<file path="src/rtl/fir_mac_seq_if.sv">
// Sample, result, coefficient-write and status bundle for fir_mac_seq.
// The master drives samples and coefficients; the slave (the filter) returns results and status.
interface fir_mac_seq_if #(
  parameter int DW = 16,
  parameter int CW = 16,
  parameter int AW = 3
);
  logic signed [DW-1:0] xin;
  logic                 donext;
  logic                 busy;
  logic signed [DW-1:0] yout;
  logic                 yvalid;
  logic                 coef_we;
  logic [AW-1:0]        coef_addr;
  logic signed [CW-1:0] coef_din;
  logic                 overrun;
  logic                 sat;

  modport master (
    output xin, donext, coef_we, coef_addr, coef_din,
    input  busy, yout, yvalid, overrun, sat
  );

  modport slave (
    input  xin, donext, coef_we, coef_addr, coef_din,
    output busy, yout, yvalid, overrun, sat
  );
endinterface

</file>
<file path="src/rtl/fir_mac_seq.sv">
// Time-shared single-MAC FIR with circular delay line and round/saturate; result TAPS+2 cycles after donext.
// No backpressure: a donext while busy is dropped and flagged in sticky overrun.
module fir_mac_seq #(
  parameter int DW   = 16,
  parameter int CW   = 16,
  parameter int TAPS = 8,
  parameter int FRAC = 15
) (
  input  logic         clk30x,
  input  logic         rst,
  fir_mac_seq_if.slave io
);
  localparam int AW   = (TAPS > 1) ? $clog2(TAPS) : 1;
  localparam int PW   = DW + CW;
  localparam int ACCW = PW + AW;
  localparam int RW   = ACCW + 1;

  localparam logic signed [RW-1:0] HALF = RW'(64'sd1 <<< (FRAC - 1));
  localparam logic signed [RW-1:0] YMAX = RW'((64'sd1 <<< (DW - 1)) - 64'sd1);
  localparam logic signed [RW-1:0] YMIN = -YMAX - RW'(1);

  typedef enum logic [1:0] {IDLE, MAC, ROUND, OUT} state_t;

  state_t               state;
  logic signed [CW-1:0] coef  [TAPS];
  logic signed [DW-1:0] dline [TAPS];
  logic [AW-1:0]        wr_ptr;
  logic [AW-1:0]        newest;
  logic [AW-1:0]        k;
  logic [AW-1:0]        rd_idx;
  logic signed [ACCW-1:0] acc;
  logic signed [PW-1:0]   prod;
  logic signed [RW-1:0]   acc_rnd;
  logic signed [RW-1:0]   shifted;
  logic signed [DW-1:0]   y_sat;
  logic                   clip;
  logic signed [DW-1:0]   y_rnd;
  logic                   y_clip;
  logic                   busy;
  logic signed [DW-1:0]   yout;
  logic                   yvalid;
  logic                   overrun;
  logic                   sat;

  // Tap k reads the sample k positions older than the newest, modulo the line depth.
  always_comb begin
    rd_idx = '0;
    if (newest >= k)
      rd_idx = newest - k;
    else
      rd_idx = AW'(int'(newest) + TAPS - int'(k));
  end

  assign prod = PW'(dline[rd_idx]) * PW'(coef[k]);

  // Extra headroom bit so adding the rounding constant can never wrap.
  always_comb begin
    acc_rnd = RW'(acc) + HALF;
    shifted = acc_rnd >>> FRAC;
    clip    = 1'b0;
    y_sat   = shifted[DW-1:0];
    if (shifted > YMAX) begin
      clip  = 1'b1;
      y_sat = {1'b0, {(DW-1){1'b1}}};
    end else if (shifted < YMIN) begin
      clip  = 1'b1;
      y_sat = {1'b1, {(DW-1){1'b0}}};
    end
  end

  always_ff @(posedge clk30x or posedge rst) begin
    if (rst) begin
      state   <= IDLE;
      wr_ptr  <= '0;
      newest  <= '0;
      k       <= '0;
      acc     <= '0;
      y_rnd   <= '0;
      y_clip  <= 1'b0;
      busy    <= 1'b0;
      yout    <= '0;
      yvalid  <= 1'b0;
      overrun <= 1'b0;
      sat     <= 1'b0;
      for (int i = 0; i < TAPS; i++) begin
        coef[i]  <= '0;
        dline[i] <= '0;
      end
    end else begin
      yvalid <= 1'b0;
      if (io.donext && busy)
        overrun <= 1'b1;
      // Writes land only while idle, so a computation always sees a stable coefficient set.
      if (io.coef_we && !busy && int'(io.coef_addr) < TAPS)
        coef[io.coef_addr] <= io.coef_din;

      case (state)
        IDLE: begin
          if (io.donext) begin
            dline[wr_ptr] <= io.xin;
            newest        <= wr_ptr;
            wr_ptr        <= (wr_ptr == AW'(TAPS - 1)) ? '0 : wr_ptr + AW'(1);
            acc           <= '0;
            k             <= '0;
            busy          <= 1'b1;
            state         <= MAC;
          end
        end
        MAC: begin
          acc <= acc + ACCW'(prod);
          if (k == AW'(TAPS - 1))
            state <= ROUND;
          else
            k <= k + AW'(1);
        end
        ROUND: begin
          y_rnd  <= y_sat;
          y_clip <= clip;
          state  <= OUT;
        end
        OUT: begin
          yout   <= y_rnd;
          yvalid <= 1'b1;
          sat    <= sat | y_clip;
          busy   <= 1'b0;
          state  <= IDLE;
        end
        default: state <= IDLE;
      endcase
    end
  end

  assign io.busy    = busy;
  assign io.yout    = yout;
  assign io.yvalid  = yvalid;
  assign io.overrun = overrun;
  assign io.sat     = sat;
endmodule

</file>
<file path="src/flat_wrapper.sv">
// flat-port wrapper written by rule: the top's interface ports become plain ports
module fir_mac_seq_flat 
#(
  parameter int DW   = 16,
  parameter int CW   = 16,
  parameter int TAPS = 8,
  parameter int FRAC = 15
)
  (clk30x, rst, io_xin, io_donext, io_coef_we, io_coef_addr, io_coef_din, io_busy, io_yout, io_yvalid, io_overrun, io_sat);
  fir_mac_seq_if #(.DW(DW), .CW(CW), .AW(3)) io_i ();
  input  logic clk30x;
  input  logic rst;
  input wire logic [$bits(io_i.xin)-1:0] io_xin;
  input wire logic [$bits(io_i.donext)-1:0] io_donext;
  input wire logic [$bits(io_i.coef_we)-1:0] io_coef_we;
  input wire logic [$bits(io_i.coef_addr)-1:0] io_coef_addr;
  input wire logic [$bits(io_i.coef_din)-1:0] io_coef_din;
  output wire logic [$bits(io_i.busy)-1:0] io_busy;
  output wire logic [$bits(io_i.yout)-1:0] io_yout;
  output wire logic [$bits(io_i.yvalid)-1:0] io_yvalid;
  output wire logic [$bits(io_i.overrun)-1:0] io_overrun;
  output wire logic [$bits(io_i.sat)-1:0] io_sat;
  assign io_i.xin = io_xin;
  assign io_i.donext = io_donext;
  assign io_i.coef_we = io_coef_we;
  assign io_i.coef_addr = io_coef_addr;
  assign io_i.coef_din = io_coef_din;
  assign io_busy = io_i.busy;
  assign io_yout = io_i.yout;
  assign io_yvalid = io_i.yvalid;
  assign io_overrun = io_i.overrun;
  assign io_sat = io_i.sat;
  fir_mac_seq #(.DW(DW), .CW(CW), .TAPS(TAPS), .FRAC(FRAC)) u_core (.clk30x(clk30x), .rst(rst), .io(io_i));
endmodule
</file>
<file path="config.mk">
export PLATFORM = sky130hd
export DESIGN_NAME = fir_mac_seq_flat
export DESIGN_NICKNAME = d
export VERILOG_FILES = /design/src/rtl/fir_mac_seq_if.sv /design/src/rtl/fir_mac_seq.sv /design/src/flat_wrapper.sv
export SDC_FILE = /design/constraint.sdc
export NUM_CORES = 2
export LEC_CHECK = 0
export ABC_AREA = 1
export CAP_MARGIN = 15
export CORE_AREA = 4 4 163 322
export CTS_CLUSTER_DIAMETER = 150
export DETAILED_ROUTE_END_ITERATION = 12
export DIE_AREA = 0 0 167 326
export GPL_TIMING_DRIVEN = 0
export PLACE_DENSITY_LB_ADDON = 0.1
export SYNTH_ARGS = -nofsm -noshare
export SYNTH_HDL_FRONTEND = slang
export SYNTH_SLANG_ARGS = --single-unit
</file>
<file path="constraint.sdc">
create_clock -name clk30x -period 11.73 [get_ports clk30x]
set_clock_uncertainty 0.1 [all_clocks]
set_input_delay 1.173 -clock clk30x [delete_from_list [all_inputs] [get_ports clk30x]]
set_output_delay 1.173 -clock clk30x [all_outputs]
set_load 0.005 [all_outputs]
</file>
==> flow_summary.yaml <==
setup_path:
  r2r_cells: 32
  worstSetupPathDepth: 32
  crit_arrival_ns: 9.87
  crit_path_frequent_cell: "fa_1"
  crit_path_start_kind: "flop"
  path_class: "flop to flop"
  slowest_stage: "fa_1"
  critPathRequiredTime_ns: 12.11
  critPathTopFamily: "adder cells"
  endpoint_kind: "flop"
  crit_buf_inv: 10
  crit_path_max_incr_delay_ns: 0.62
  critPathMaxFanout: 10
clock_tree:
  cts_tree: "done"
  cts_root_buf: "clkbuf_16"
  hold_buffers: 0
  cts-resized-gates: 0
  clock_sinks: 339
  numCtsBuffers: 35
  postCtsSetupRepairBufs: 0
  cts_max_level: 2
  cts_buffer_depth: 3
  path_clk_slew_ns: 0.07
  clk_latency_ns: 0.57
synth:
  synth_top_area_cell: "dfrtp_1"
  ys_ff_latch: 339
  synthTopCellsByCount: "830 x nand2_1, 536 x inv_1, 359 x o21ai_0"
  synth-edff-count: 0
  synthTopCellsByArea: "dfrtp_1 31%, fa_1 23%, nand2_1 11%"
  synthesis.nets: 3743
  synth.top_cell.area_share: 0.312
  synthArstFlopShare: 1.00
  yosys_warnings: 0
  yosysMostFrequentCell: "nand2_1"
  postSynthAreaPerCell_um2: 8.28
  synth_cell_types: 42
  syn-cell-area_um2: 27200
  synthFlopType: "dfrtp_1"
  synth_seq_area_share: 0.312
  syn_inst: 3279
global_route:
  grt_pass1_wl_um: 135000
  grt_overflow: 0
  grt_usage: 0.323
  grt_pass1_vias: 24500
  grt_max_degree: 138
  antenna_found_initial: 0
die:
  dieArea_um2: 54400
  start_util: 0.542
  ios: 59
  die_x_um: 167
  core_area_um2: 50100
  die_h_um: 326
  num_rows: 116
layout:
  fillCellCount: 4663
  layout-drive-gt1-share: 0.0535
  fin_nets: 3840
  seq_area_um2: 8480
  area_growth_syn_to_layout_pct: 9.68
  multi_input_area_um2: 16000
  antenna_cells: 0
drt:
  wire_per_inst_um: 21.6
  antenna_left: 0
  drc: 0
  drtPass1Iterations: 8
  drt_iter0_drc: 1862
  dr_total_vias: 22900
  wl_um: 87600
  viasPerCell: 5.66
min_path:
  hold_class: "flop to flop"
  hold_depth: 1
run:
  drv_cap: 0
place:
  globalplace.congestion: 0.975
  portBuffers: 58
  hpwlAfterDp_um: 69100
sta:
  hold_viol_final: 0
  setup_violations: 0
  rsz0062_at_grt: "no"
  fmax_mhz: 105
  slew_headroom: 0.300
  worst_pin_slew_ns: 1.05
  whs_ns: 0.354
  post-route-period-util: 0.810
  fin_crit_ns: 9.50
  slew_violations: 0
outcome:
  status: "finished clean"
## routing by layer
metal	vias to the layer above	routed length, µm	track usage	part of all wire
met5	-	0	0	0
li1	10300	-	-	-
met3	391	4490	0.0413	0.051
met2	967	47000	0.594	0.54
met4	0	8760	0.268	0.10
met1	11300	27400	0.316	0.31
## per-stage QoR
step           area [µm²]  TNS, ns  cells  utilization  setup WS [ns]
4_1_cts             29800        0   4050        0.595           2.31
3_5_place_dp        28600        0   3988        0.571           2.35
3_3_place_gp        28600  -896.50   3986        0.570          -2.71
5_1_grt             29800        0   4050        0.595           1.76
2_1_floorplan       27200        0   3279            -           1.06
6_report            29800        0   4050        0.595           2.23
## state kept, by name, indices dropped and copies added, names as in the netlist
signal and count:
u_core.acc 35, u_core.coef 128, u_core.dline 128, u_core.io.busy 1, u_core.io.overrun 1, u_core.io.sat 1, u_core.io.yout 16, u_core.io.yvalid 1
u_core.k 3, u_core.newest 3, u_core.state 2, u_core.wr_ptr 3, u_core.y_clip 1, u_core.y_rnd 16
## final timing paths
path,from,end,slack [ns]
setup / recovery,u_core.k[1],u_core.acc[32],2.23
hold / removal,u_core.io.overrun,u_core.io.overrun,0.35
setup reg to reg,u_core.k[1],u_core.acc[32],2.23
hold reg to reg,u_core.io.overrun,u_core.io.overrun,0.35
max in group asynchronous,rst,u_core.dline[87],9.26
min in group asynchronous,rst,u_core.coef[39],1.01
## cell families after synthesis
logic type,count (synthesis),synth area share
AND/OR/NAND/NOR,1213,0.176
multiplexers,30,0.0124
AO/OA/AOI/OAI,568,0.112
XOR/XNOR,26,0.00838
adder cells (fa/ha/maj),425,0.282
flip-flops,339,0.312
buffers and inverters,678,0.0969
## cells in the final DEF (no fill, tap or decap), types with 9 or more instances in the layout
master	instances
xnor2_1	11
a21oi_1	146
a32o_1	26
dfrtp_1	339
nand3_1	53
o21ai_0	359
nand2_2	18
inv_2	16
clkdlybuf4s50_1	58
xor2_1	15
buf_2	36
clkbuf_16	36
nor3_1	9
clkbuf_1	83
inv_1	535
nor2_2	9
mux2_2	30
fa_1	311
ha_1	114
nand2_1	830
nor2_1	274
## final cells by class
type,count,area share
buffer,123,0.0184
clock buffer,49,0.0336
clock inverter,13,0.00584
inverter,555,0.0702
multi-input combinational,2262,0.539
sequential,339,0.285
tap,649,0.0273
timing repair buffer,60,0.0213
Power is left out: the tool's default activity adds up to more than one toggle a clock period on the data nets, which glitch-free logic cannot reach.
